### config.mk
export PLATFORM = sky130hd
export DESIGN_NAME = oam_dma
export DESIGN_NICKNAME = d
export VERILOG_FILES = /design/src/rtl/oam_dma.sv
export SDC_FILE = /design/constraint.sdc
export NUM_CORES = 1
export LEC_CHECK = 0
export ABC_AREA = 1
export BUFFER_PORTS_ARGS = -buffer_cell sky130_fd_sc_hd__clkbuf_2
export CAP_MARGIN = 20
export CELL_PAD_IN_SITES_DETAIL_PLACEMENT = 0
export CELL_PAD_IN_SITES_GLOBAL_PLACEMENT = 1
export CORE_MARGIN = 8
export CORE_UTILIZATION = 33
export DETAILED_ROUTE_END_ITERATION = 8
export GPL_TIMING_DRIVEN = 0
export PLACE_DENSITY = 0.88
export SYNTH_ARGS = -nofsm -noshare
export SYNTH_HDL_FRONTEND = slang
export SYNTH_SLANG_ARGS = --single-unit
### constraint.sdc
create_clock -name clk -period 1.6 [get_ports clk]
set_clock_uncertainty 0.1 [all_clocks]
set_input_delay 0.16 -clock clk [delete_from_list [all_inputs] [get_ports clk]]
set_output_delay 0.16 -clock clk [all_outputs]
set_load 0.005 [all_outputs]
### src/rtl/oam_dma.sv
// OAM DMA controller sitting between the CPU and the system bus.
// Copies 160 bytes into OAM on a write to 0xFF46 and gates CPU access below 0xFF00 meanwhile.
module oam_dma (
    input  logic        clk,
    input  logic        reset,
    input  logic [15:0] cpu_addr,
    input  logic        cpu_enable,
    input  logic        cpu_write,
    input  logic [7:0]  cpu_data_out,
    output logic [7:0]  cpu_data_in,
    output logic [15:0] bus_addr,
    output logic        bus_enable,
    output logic        bus_write,
    output logic [7:0]  bus_data_out,
    input  logic [7:0]  bus_data_in,
    output logic [7:0]  oam_addr,
    output logic        oam_write,
    output logic [7:0]  oam_data,
    output logic        dma_active
);

    typedef enum logic [1:0] {
        IDLE   = 2'd0,
        START  = 2'd1,
        ACTIVE = 2'd2
    } state_t;

    state_t      state;
    logic [1:0]  t;
    logic [7:0]  src_hi;
    logic [7:0]  index;
    logic [7:0]  data_latch;
    logic        restart;
    logic        pending;

    logic        ff46_sel;
    logic        ff46_write;
    logic        dma_bus;
    logic        blocked;
    logic [7:0]  src_eff;

    // T-cycle phase; stays in lockstep with the CPU since both leave reset together.
    always_ff @(posedge clk or posedge reset) begin
        if (reset) begin
            t <= 2'd0;
        end else begin
            t <= t + 2'd1;
        end
    end

    // Register writes land at T2; all state changes wait for the M-cycle boundary at T3.
    always_ff @(posedge clk or posedge reset) begin
        if (reset) begin
            state      <= IDLE;
            src_hi     <= 8'hFF;
            index      <= 8'd0;
            data_latch <= 8'd0;
            restart    <= 1'b0;
            pending    <= 1'b0;
        end else begin
            if (t == 2'd2 && ff46_write) begin
                src_hi  <= cpu_data_out;
                pending <= 1'b1;
            end
            if (t == 2'd2 && state == ACTIVE) begin
                data_latch <= bus_data_in;
            end
            if (t == 2'd3) begin
                if (pending) begin
                    state   <= START;
                    index   <= 8'd0;
                    restart <= (state == ACTIVE) || restart;
                    pending <= 1'b0;
                end else begin
                    case (state)
                        START: begin
                            state <= ACTIVE;
                        end
                        ACTIVE: begin
                            if (index == 8'd159) begin
                                state   <= IDLE;
                                index   <= 8'd0;
                                restart <= 1'b0;
                            end else begin
                                index <= index + 8'd1;
                            end
                        end
                        default: begin
                        end
                    endcase
                end
            end
        end
    end

    always_comb begin
        ff46_sel   = (cpu_addr == 16'hFF46);
        ff46_write = cpu_enable & cpu_write & ff46_sel;
        // 0xE0-0xFF pages mirror work RAM at 0xC0-0xDF.
        src_eff    = (src_hi >= 8'hE0) ? (src_hi - 8'h20) : src_hi;
        dma_active = (state == ACTIVE) | ((state == START) & restart);
        dma_bus    = (state == ACTIVE) && (t == 2'd1);
        blocked    = dma_active && (cpu_addr < 16'hFF00);
    end

    // The DMA owns the bus only in T1 of an active M-cycle; the CPU strobes only in T2.
    always_comb begin
        bus_addr     = dma_bus ? {src_eff, index} : cpu_addr;
        bus_write    = dma_bus ? 1'b0 : cpu_write;
        bus_data_out = cpu_data_out;
        bus_enable   = dma_bus | (cpu_enable & ~blocked & ~ff46_sel);
        if (ff46_sel) begin
            cpu_data_in = src_hi;
        end else if (blocked) begin
            cpu_data_in = 8'hFF;
        end else begin
            cpu_data_in = bus_data_in;
        end
    end

    always_comb begin
        oam_write = (state == ACTIVE) && (t == 2'd3);
        oam_addr  = index;
        oam_data  = data_latch;
    end

endmodule
-- After elaboration in Yosys (flattened, before gate mapping)
Cells that the tools add are included.
- register bits after elaboration: 30
- input bits: 36
- output and inout bits: 52
- logic and storage cells: 58
- $add $sub $neg: 3
- $lt $le $gt $ge: 2
- equality and inequality tests: 8
- muxes and demuxes: 17
- bitwise gates (word level): 9
- reduce and logical (&&, ||, !) cells: 12
- operator list (kind ; count):
    $mux 8 ; 6
    $eq 16x16->1 const B ; 1
    $lt 16x16->1 const B ; 1
    $mux 16 ; 1
    $add 8x1->8 const B ; 1
    $eq 8x8->1 const B ; 1
    $ge 8x8->1 const B ; 1
    $sub 8x6->8 const B ; 1
    $mux 1 ; 7
    $eq 2x2->1 const B ; 3
    $reduce_and 3->1 ; 2
    $and 1x1->1 ; 5
    $logic_and 1x1->1 ; 5
    $eq 2x1->1 const B ; 2
    $mux 2 ; 2
    $pmux 2 s2 ; 1
    $reduce_bool 2->1 ; 2
    $ne 3x2->1 const B ; 1
    $reduce_bool 3->1 ; 1
    $add 2x1->2 const B ; 1
    $not 1->1 ; 2
    $or 1x1->1 ; 2
    $reduce_and 2->1 ; 1
    $logic_or 1x1->1 ; 1

-- Logic depth before layout (Yosys ltp)
Gate-level depths: netlist (run 1).
- depth in word-level cells: 8
- depth in mapped cells: 9
- gate-level depth less buffers: 8

-- Worst setup path after synthesis (run 1)
OpenSTA, ideal clock, no wires.
- path type: reg-to-output
- start point: reg src_hi[5]
- end point: out bus_addr[14]
- arrival time: 1.154 ns
- required time: 1.340 ns
- slack: 0.186 ns
- stages on the path, launching flop included: 6
- buffers on the path: 0
- cell sequence: dfstp_2 inv_1 ha_1 nand2_1 o21ai_0 o21ai_0
- cells in the longest elaborated chain, start to end: 3
- elaborated cells between the ends (all ways): 4
- those cells by class: 1 x add/sub; 1 x order compare; 2 x mux
- ends and longest elaborated chain (element ; line ; text):
    from (decl) ; 30 ; logic [7:0] src_hi;
    from (signal assigned) ; 62 ; src_hi <= cpu_data_out;
    $sub 8x6->8 / $ge 8x8->1 (equally long branches) ; 100 ; src_eff = (src_hi >= 8'hE0) ? (src_hi - 8'h20) : src_hi;
    $mux 8 (*) ; 100 ;
    $mux 16 (*) ; 108 ; bus_addr = dma_bus ? {src_eff, index} : cpu_addr;
    to (decl) ; 11 ; output logic [15:0] bus_addr,
Every way passes the cells marked *; elsewhere a longest branch is shown, timed or not.

-- Worst setup path in the final report (run 1)
Ends and elaborated chain as after synthesis.

==> metrics.cfg, run 1 <==
[outcome]
status = finished with violations
violations = setup timing

[setup_path]
critPathBufInv = 2
critical_path_arrival_ns = 1.46
path_depth = 6
worstPathCellList = inv_2, ha_4, nand2_1, o21ai_1, o21ai_1, clkbuf_2
ff2ff_setup_slack_ns = 0.09
r2r_start = state[1]$_DFFE_PP0P_
required_ns = 1.34
r2r_end = oam_data[7]$_DFFE_PP0P_
path_delay_family = flip-flops
critPathSlowestCell = dfstp_2
cpMostUsedCell = o21ai_1
worstSetupEndpointType = output pin
worstRegToRegCells = 6
crit_path_start = src_hi[5]$_DFFE_PP1P_
worstSetupPathType = reg2out
cp_max_fo = 2
slowest_delay_ns = 0.54
crit_path_start_kind = register
endpoint = bus_addr[14]

[finish]
fin_util_pct = 54.3
nFillCells = 558
layout_common_cells = nand2_1 (74), clkbuf_2 (68), nand2_2 (25), buf_4 (25), dfrtp_1 (20)
final_area_sq_mm = 0.00316
final_layout_size_suffix_gt1_share_pct = 56.7
mostFrequentLayoutCell = nand2_1
syn_to_final_growth_pct = 61.3
nNetsFinal = 426
fin_cells = 461
diodes = 0

[sta]
rsz0062_at_grt = true
setup_viol = 27
whs_ns = 0.0164
timing.final.ws_setup_ns = -0.119
hold_violations = 0
tightest_slew_ns = 0.458
relSlewSlack_pct = 69.4
clock.fmax_mhz = 582
period_needed_ns = 1.72
fin_tns_setup_ns = -1.84
final_max_slew_viol_count = 0
fin_crit_sh_pct = 107

[global_route]
grt_pass1_vias = 2216
grt_pass1_wl_microns = 10400
grt_usage_pct = 14.9
grt_max_degree = 23
grt-ovfl-total = 0
antenna_found_initial = 0

[yosys]
netlist_area_sq_mm = 0.00196
yosys.area_share.simple_pct = 37.3
synth.area.mux_share_pct = 4.60
syn_area_per_cell_sq_um = 7.56
synth_compound_area_share_pct = 5.63
synth_seq_cells = 30
synth_xor_xnor_area_share_pct = 0
synth_nets = 300
ys_warn_count = 0
yosysUniqueCellTypes = 26
synth_top_family_by_area = simple AND/OR/NAND/NOR gates
yosysSeqAreaShare_pct = 38.9
synthAdderAreaFrac_pct = 3.20
netlist_instances = 259

[cts]
cts-root-buf = clkbuf_8
numClockSinks = 30
cts_tree = done
clk_latency_ns = 0.29
cts_buffer_depth = 2
h-tree-depth = 2
cts_made_buffers = 5
clkTransAtPathRegs_ns = 0.07

[drt]
ant_nets = 0
vias = 2197
drc = 0
routed_wl_microns = 6550
first_pass_iters = 4
vias_per_cell = 4.77
routedWlPerCell_microns = 14.2
drt-initial-drc-count = 64

[place]
place_congestion = 0.793
placed_area_sq_mm = 0.00251
placed_cells_incl_taps = 422
portBuffers = 87
dp_hpwl_microns = 4790
post-place-ws_ns = 0.0111

[hold_path]
hold_path_class = in2reg

[die]
core_area_sq_mm = 0.00582
fp.dieW_microns = 93.0
pin_count = 88
die_h_microns = 93.0
initial_core_util_pct = 33.6
fp-row-count = 28
die_area_sq_mm = 0.00865

[job]
maxCapViolations = 0

[pwr]
p_leak_nw = 1.70
p_per_area_mw_per_mm2 = 575
finalPower_mw = 1.81
irDropWorstVdd_mv = 0.359

-- where the power goes --
part,switching (mW),internal [mW],leakage (nW),total (mW)
logic,0.115,0.142,1.28,0.258
clock network,0.316,0.465,0.0514,0.781
registers,0.00549,0.770,0.364,0.775
-- how the worst min path moves through the flow --
stage                               start                      end  slack (ns)  cells after the start
final                      bus_data_in[5]  oam_data[5]$_DFFE_PP0P_        0.02                      2
after global routing       bus_data_in[2]  oam_data[2]$_DFFE_PP0P_        0.02                      2
after CTS                  bus_data_in[5]  oam_data[5]$_DFFE_PP0P_        0.02                      2
after detailed placement            reset  oam_data[7]$_DFFE_PP0P_        0.08                      2
after global placement    cpu_data_out[1]    src_hi[1]$_DFFE_PP1P_        0.27                      3
after floorplan                     reset  oam_addr[0]$_DFFE_PP0P_        0.14                      1
-- synth_stat cells --
cell / number / share of area, %
nand2_1: 97 / 19
dfrtp_1: 22 / 28
inv_1: 22 / 4.2
nand3_1: 19 / 4.9
o21ai_0: 16 / 4.1
nor2_1: 13 / 2.5
buf_4: 9 / 3.5
nand3_2: 9 / 4.6
dfstp_2: 8 / 11
mux2_2: 8 / 4.6
nand2_2: 7 / 2.2
ha_1: 5 / 3.2
inv_2: 4 / 0.77
a21oi_1: 2 / 0.51
and3_1: 2 / 0.64
buf_2: 2 / 0.51
nand2_4: 2 / 1.2
nand4_1: 2 / 0.64
nor2_2: 2 / 0.64
nor2_4: 2 / 1.2
a21boi_1: 1 / 0.38
a22oi_1: 1 / 0.38
buf_12: 1 / 1.0
clkinv_4: 1 / 0.45
nor3_1: 1 / 0.26
o21ai_1: 1 / 0.26
-- layout make-up --
type | count | area (sq um) | share of cell area, %
Timing Repair Buffer | 118 | 767 | 24.3
Clock buffer | 6 | 72.6 | 2.30
Buffer | 12 | 118 | 3.73
Sequential cell | 30 | 763 | 24.2
Clock inverter | 2 | 37.5 | 1.19
Multi-Input combinational cell | 191 | 1190 | 37.7
Tap cell | 75 | 93.8 | 2.97
Inverter | 27 | 114 | 3.61
-- repair_timing --
item / CTS / global route
hold buffers: 9 / 0
setup endpoints to repair: 27 / 39
pin swaps: 10 / 18
gates resized for setup: 52 / 52
setup buffers: 8 / 11
gates cloned: 2 / 1
hold endpoints to repair: 16 / 0
-- per-layer routing --
metal | up-vias | track usage [%] | part of all wire, %
met2 | 80 | 25.4 | 48
met5 | - | 0 | 0
met4 | 0 | 4.97 | 1.6
met1 | 1033 | 17.4 | 43
met3 | 9 | 4.33 | 7.5
li1 | 1075 | - | -
-- cells by family (layout without fill, tap and decap cells) --
family,Yosys count,count (layout)
flops,30,30
fa+ha+maj,5,5
mux,8,8
buf+inv,39,165
simple gates,156,157
compound gates,21,21
-- state kept, by name, indices dropped and copies added, names as in the netlist --
| name | count |
|---|---|
| state | 2 |
| oam_data | 8 |
| restart | 1 |
| t | 2 |
| src_hi | 8 |
| oam_addr | 8 |
| pending | 1 |
Note: power is estimated with default switching activity, not from simulation.
==> run 2: changes to the inputs <==
==> constraint.sdc (replaced) <==
create_clock -name clk -period 1.6 [get_ports clk]
set_clock_uncertainty 0.1 [all_clocks]
set_input_delay 0.32 -clock clk [delete_from_list [all_inputs] [get_ports clk]]
set_output_delay 0.32 -clock clk [all_outputs]
set_load 0.005 [all_outputs]
==> run 2 against run 1 <==
  * The flow still finishes with violations (setup timing)
  * Hold slack better by 0.11 ns
  * Non-clock buffer count up 6
  * Final area up 8.2%
  * Clock power up 0.9%
  * Critical endpoint unchanged
==> metrics.cfg, run 2 (synthesis gave the netlist of run 1 again) <==
[pwr]
p_clk_share_pct = 43.1  ; about the same
p_int_mw = 1.38  ; about the same
p_leak_nw = 1.83  ; +7.9%
finalPower_mw = 1.83  ; +0.82%
irDropWorstVdd_mv = 0.359  ; -0.10%
power_switching_mw = 0.452  ; +3.5%
comb_power_share_pct = 14.5  ; +0.3 points
p_per_area_mw_per_mm2 = 535  ; -6.9%
sequentialPowerShare_pct = 42.4  ; -0.4 points
swShare_pct = 24.7  ; +0.65 points

[sta]
relSlewSlack_pct = 69.6  ; +0.19 points
period_needed_ns = 1.89  ; +0.167 ns
whs_ns = 0.124  ; +0.108 ns
setup_viol = 28  ; +3.7%
hold_violations = 0  ; unchanged
fin_crit_sh_pct = 118  ; +10 points
final_max_slew_viol_count = 0  ; unchanged
clock.fmax_mhz = 530  ; -8.9%
timing.final.ws_setup_ns = -0.286  ; -0.167 ns
rsz0062_at_grt = true
tightest_slew_ns = 0.455  ; -0.00282 ns

[drt]
routed_wl_microns = 7190  ; +9.8%
first_pass_iters = 4  ; unchanged
routedWlPerCell_microns = 15.4  ; +8.1%
vias = 2250  ; +2.4%
vias_per_cell = 4.81  ; +0.88%
ant_nets = 0  ; unchanged
drt-initial-drc-count = 91  ; +42%
drc = 0  ; unchanged

[place]
portBuffers = 87  ; unchanged
place_congestion = 0.793  ; unchanged
dp_hpwl_microns = 4790  ; unchanged
placed_area_sq_mm = 0.00251  ; unchanged
post-place-ws_ns = -0.203  ; -0.214 ns

[setup_path]
worstPathCellList = inv_2, ha_4, nand2_1, o21ai_1, o21ai_1, clkbuf_2
critical_path_arrival_ns = 1.47  ; about the same
r2r_start = state[0]$_DFFE_PP0P_
ff2ff_setup_slack_ns = 0.03  ; -0.06 ns
required_ns = 1.18  ; -0.16 ns
critPathSlowestCell = dfstp_2
slowest_delay_ns = 0.54  ; about the same
crit_path_start = src_hi[5]$_DFFE_PP1P_
cpMostUsedCell = o21ai_1
worstSetupPathType = reg2out
cp_max_fo = 2  ; unchanged
crit_path_start_kind = register
worstSetupEndpointType = output pin

[global_route]
grt-ovfl-total = 0  ; unchanged
grt_pass1_wl_microns = 11200  ; +7.8%
grt_usage_pct = 16.1  ; +1.2 points
antenna_found_initial = 0  ; unchanged
grt_pass1_vias = 2322  ; +4.8%
grt_max_degree = 23  ; unchanged

[finish]
syn_to_final_growth_pct = 74.6
fin_util_pct = 58.7  ; +4.5 points
multiInputGateArea_sq_mm = 0.00137  ; +15%
final_area_sq_mm = 0.00342  ; +8.2%
nFillCells = 537  ; -3.8%
nNetsFinal = 433  ; +1.6%
diodes = 0  ; unchanged
layout_common_cells = nand2_1 (73), clkbuf_2 (71), buf_4 (32), nand2_2 (20), dfrtp_1 (19)
final_layout_size_suffix_gt1_share_pct = 63.4  ; +6.6 points
regArea_sq_um = 764  ; +0.16%
mostFrequentLayoutCell = nand2_1

[cts]
clk_latency_ns = 0.29  ; about the same
cts_buffer_depth = 2  ; unchanged
cts-root-buf = clkbuf_8
numClockSinks = 30  ; unchanged
h-tree-depth = 2  ; unchanged
cts_made_buffers = 5  ; unchanged
cts_tree = done
clkTransAtPathRegs_ns = 0.07  ; about the same

[hold_path]
min_from = cpu_data_out[1]
hold_path_class = in2reg

[die]
pin_count = 88  ; unchanged
fp-row-count = 28  ; unchanged
core_area_sq_mm = 0.00582  ; unchanged
initial_core_util_pct = 33.6  ; unchanged
fp.dieW_microns = 93.0  ; unchanged
die_area_sq_mm = 0.00865  ; unchanged
die_h_microns = 93.0  ; unchanged

[job]
maxCapViolations = 0  ; unchanged

[outcome]
status = finished with violations
violations = setup timing

## run 2: per-stage QoR
| stage | TNS (ns) | instances |
|---|---|---|
| floorplan | 0 | 259 |
| global placement | -2.41 | 421 |
| detailed placement | -2.50 | 422 |
| CTS | -5.46 | 456 |
| global route | -6.95 | 468 |
| finish | -5.36 | 468 |
## run 2: per-layer routing
metal / GRT usage, % / share of wire (%)
met5: 0 / 0
met4: 5.37 / 1.9
met3: 4.09 / 6.3
met2: 28.3 / 51
met1: 18.5 / 41
## run 2: critical path: cells and delay by family (launching register included)
family	cells	cell delay [ns]
flip-flops	1	0.54
AND/OR/NAND/NOR	1	0.04
adder cells (fa/ha/maj)	1	0.25
AO/OA/AOI/OAI	2	0.20
buffers and inverters	2	0.16
## run 2: power groups by stage
stage / registers [mW] / logic (mW) / clock network, mW
3_5_place_dp: 0.789 / 0.217 / 0
4_1_cts: 0.776 / 0.241 / 0.790
6_report: 0.776 / 0.265 / 0.788
3_3_place_gp: 0.788 / 0.207 / 0
5_1_grt: 0.777 / 0.291 / 0.822
2_1_floorplan: 0.790 / 0.0810 / 0
## run 2: cell type report
| cell class | count | area share [%] |
|---|---|---|
| multi-input combinational | 192 | 40.0 |
| inverter | 27 | 3.48 |
| timing repair buffer | 124 | 24.8 |
| buffer | 12 | 3.44 |
| tap | 75 | 2.75 |
| sequential | 30 | 22.4 |
| clock buffer | 6 | 2.12 |
| clock inverter | 2 | 1.10 |
## run 2: final timing paths
| check | cells past startpoint | end |
|---|---|---|
| min reg2reg | 2 | src_hi[1]$_DFFE_PP1P_ |
| max reg2reg | 6 | oam_data[7]$_DFFE_PP0P_ |
| min in group asynchronous | 3 | oam_data[3]$_DFFE_PP0P_ |
| min | 3 | src_hi[1]$_DFFE_PP1P_ |
| max | 6 | bus_addr[14] |
| max in group asynchronous | 4 | src_hi[6]$_DFFE_PP1P_ |
## run 2: what timing repair did
action	in CTS	in global routing
resized for setup	84	62
setup buffers	21	12
pin swaps	19	28
setup endpoints to repair	27	44
hold buffers	1	0
cloned	4	1
endpoints found under the hold margin	8	0
==> run 3: changes to the inputs <==
- RECOVER_POWER: default -> 100
==> run 3 against run 2 <==
  * The run still ends with setup timing left
  * Maximum frequency is 0.19% higher
  * Via count is 0.76% lower
  * Hold slack better by 0.0044 ns
  * Clock power hardly changed
  * Register-to-register slack worse by 0.13 ns
  * Flip-flop and latch count stayed put
  * Sequential share of layout area is 0.41 points higher
  * Global-route usage stayed put
==> metrics.cfg, run 3 (synthesis gave the netlist of run 1 again) <==
[outcome]
status = finished with violations
violations = setup timing

[drt]
drc = 0  ; unchanged
first_pass_iters = 4  ; unchanged
vias_per_cell = 4.77  ; -0.76%
drt-initial-drc-count = 104  ; +14%
ant_nets = 0  ; unchanged
routedWlPerCell_microns = 15.4  ; +0.14%
vias = 2233  ; -0.76%
routed_wl_microns = 7200  ; +0.14%

[place]
portBuffers = 87  ; unchanged
place_congestion = 0.793  ; unchanged
dp_hpwl_microns = 4790  ; unchanged

[setup_path]
cpMostUsedCell = o21ai_1
cp_max_fo = 2  ; unchanged
worstPathCellList = inv_2, ha_4, nand2_1, o21ai_1, o21ai_1, clkbuf_2
worstSetupEndpointType = output pin
worstRegToRegCells = 9  ; +3
worstSetupPathType = reg2out
required_ns = 1.18  ; about the same
slowest_delay_ns = 0.54  ; about the same
crit_path_start_kind = register
critPathSlowestCell = dfstp_2
critical_path_arrival_ns = 1.46  ; about the same

[global_route]
grt_pass1_vias = 2322  ; unchanged
grt_usage_pct = 16.1  ; unchanged
grt-ovfl-total = 0  ; unchanged
grt_max_degree = 23  ; unchanged
grt_pass1_wl_microns = 11200  ; unchanged
antenna_found_initial = 0  ; unchanged

[sta]
hold_violations = 0  ; unchanged
clock.fmax_mhz = 531  ; +0.19%
fin_crit_sh_pct = 118  ; -0.22 points
rsz0062_at_grt = true
final_max_slew_viol_count = 0  ; unchanged
tightest_slew_ns = 0.532  ; +0.0763 ns
setup_viol = 38  ; +36%
relSlewSlack_pct = 64.6  ; -5.1 points
fin_tns_setup_ns = -5.79  ; -0.423 ns
period_needed_ns = 1.88  ; -0.00356 ns
timing.final.ws_setup_ns = -0.283  ; +0.00356 ns

[cts]
cts_tree = done
cts_made_buffers = 5  ; unchanged
h-tree-depth = 2  ; unchanged
cts_buffer_depth = 2  ; unchanged
clkTransAtPathRegs_ns = 0.07  ; about the same
clk_latency_ns = 0.29  ; about the same
cts-root-buf = clkbuf_8
numClockSinks = 30  ; unchanged

[pwr]
irDropWorstVdd_mv = 0.357  ; -0.43%
p_leak_nw = 1.76  ; -4.0%
p_per_area_mw_per_mm2 = 542  ; +1.2%
finalPower_mw = 1.81  ; -0.79%

[finish]
mostFrequentLayoutCell = nand2_1
diodes = 0  ; unchanged
layout_common_cells = nand2_1 (73), clkbuf_2 (53), buf_4 (29), clkbuf_1 (21)
syn_to_final_growth_pct = 71.2
nFillCells = 554  ; +3.2%
final_layout_size_suffix_gt1_share_pct = 57.8  ; -5.6 points
nNetsFinal = 433  ; unchanged

[die]
die_area_sq_mm = 0.00865  ; unchanged
fp.dieW_microns = 93.0  ; unchanged
initial_core_util_pct = 33.6  ; unchanged
die_h_microns = 93.0  ; unchanged
fp-row-count = 28  ; unchanged
pin_count = 88  ; unchanged
core_area_sq_mm = 0.00582  ; unchanged

[hold_path]
holdPathStages = 3  ; unchanged
hold_path_class = in2reg

[job]
maxCapViolations = 0  ; unchanged

run 3: cell types whose count changed in the layout (fill, tap and decap cells not counted), sizes merged:
| cell | previous run | this run |
|---|---|---|
| buf | 64 | 61 |
| clkbuf | 77 | 80 |
run 3: cell type report:
class | instances | area [sq um] | area share [%]
Timing Repair Buffer | 124 | 793 | 23.7
Multi-Input combinational cell | 192 | 1350 | 40.4
Clock buffer | 6 | 72.6 | 2.17
Sequential cell | 30 | 763 | 22.8
Clock inverter | 2 | 37.5 | 1.12
Inverter | 27 | 119 | 3.55
Tap cell | 75 | 93.8 | 2.80
Buffer | 12 | 118 | 3.51
run 3: metal layers:
layer	global-route usage, %	wire length, microns	up-vias
met4	5.37	135	0
met2	28.3	3670	82
li1	-	-	1087
met3	4.09	490	11
met1	18.5	2910	1053
met5	0	0	-
run 3: worst max-delay path, delay by kind of cell (launching register included):
family	cells	cell delay (ns)
DFF	1	0.54
adders and majority gates	1	0.25
AOI/OAI and AO/OA	2	0.20
buffers and inverters	2	0.16
and+or+nand+nor	1	0.04
run 3: final timing paths:
path | slack [ns] | end | start
setup / recovery | -0.28 | bus_addr[14] | src_hi[5]$_DFFE_PP1P_
max in group asynchronous | 0.10 | t[0]$_DFF_PP0_ | reset
setup reg to reg | -0.10 | state[0]$_DFFE_PP0P_ | t[1]$_DFF_PP0_
hold reg to reg | 0.38 | src_hi[1]$_DFFE_PP1P_ | src_hi[1]$_DFFE_PP1P_
hold / removal | 0.13 | src_hi[1]$_DFFE_PP1P_ | cpu_data_out[1]
min in group asynchronous | 0.42 | oam_data[3]$_DFFE_PP0P_ | reset
run 3: timing repair:
item	4_1_cts	5_1_grt
endpoints found under the hold margin	8	0
setup buffers	21	12
hold buffers	1	0
cloned	4	1
gates resized for setup	84	62
pin swaps	19	28
setup endpoints to repair	27	44
run 3: stage by stage:
| step | cells | hold WS [ns] | utilization [%] | instance area [sq um] | setup WS [ns] |
|---|---|---|---|---|---|
| after floorplan | 259 | 0.305 | - | 1960 | 0.0260 |
| after global placement | 421 | 0.361 | 42.7 | 2490 | -0.200 |
| after detailed placement | 422 | 0.237 | 43.2 | 2510 | -0.203 |
| after CTS | 456 | 0.124 | 53.4 | 3110 | -0.304 |
| after global routing | 468 | 0.132 | 57.6 | 3350 | -0.345 |
| final | 468 | 0.129 | 57.6 | 3350 | -0.283 |
run 3: power breakdown:
part / internal [mW] / switching [mW]
logic: 0.131 / 0.122
registers: 0.770 / 0.00583
clock network: 0.465 / 0.321
total: 1.37 / 0.448
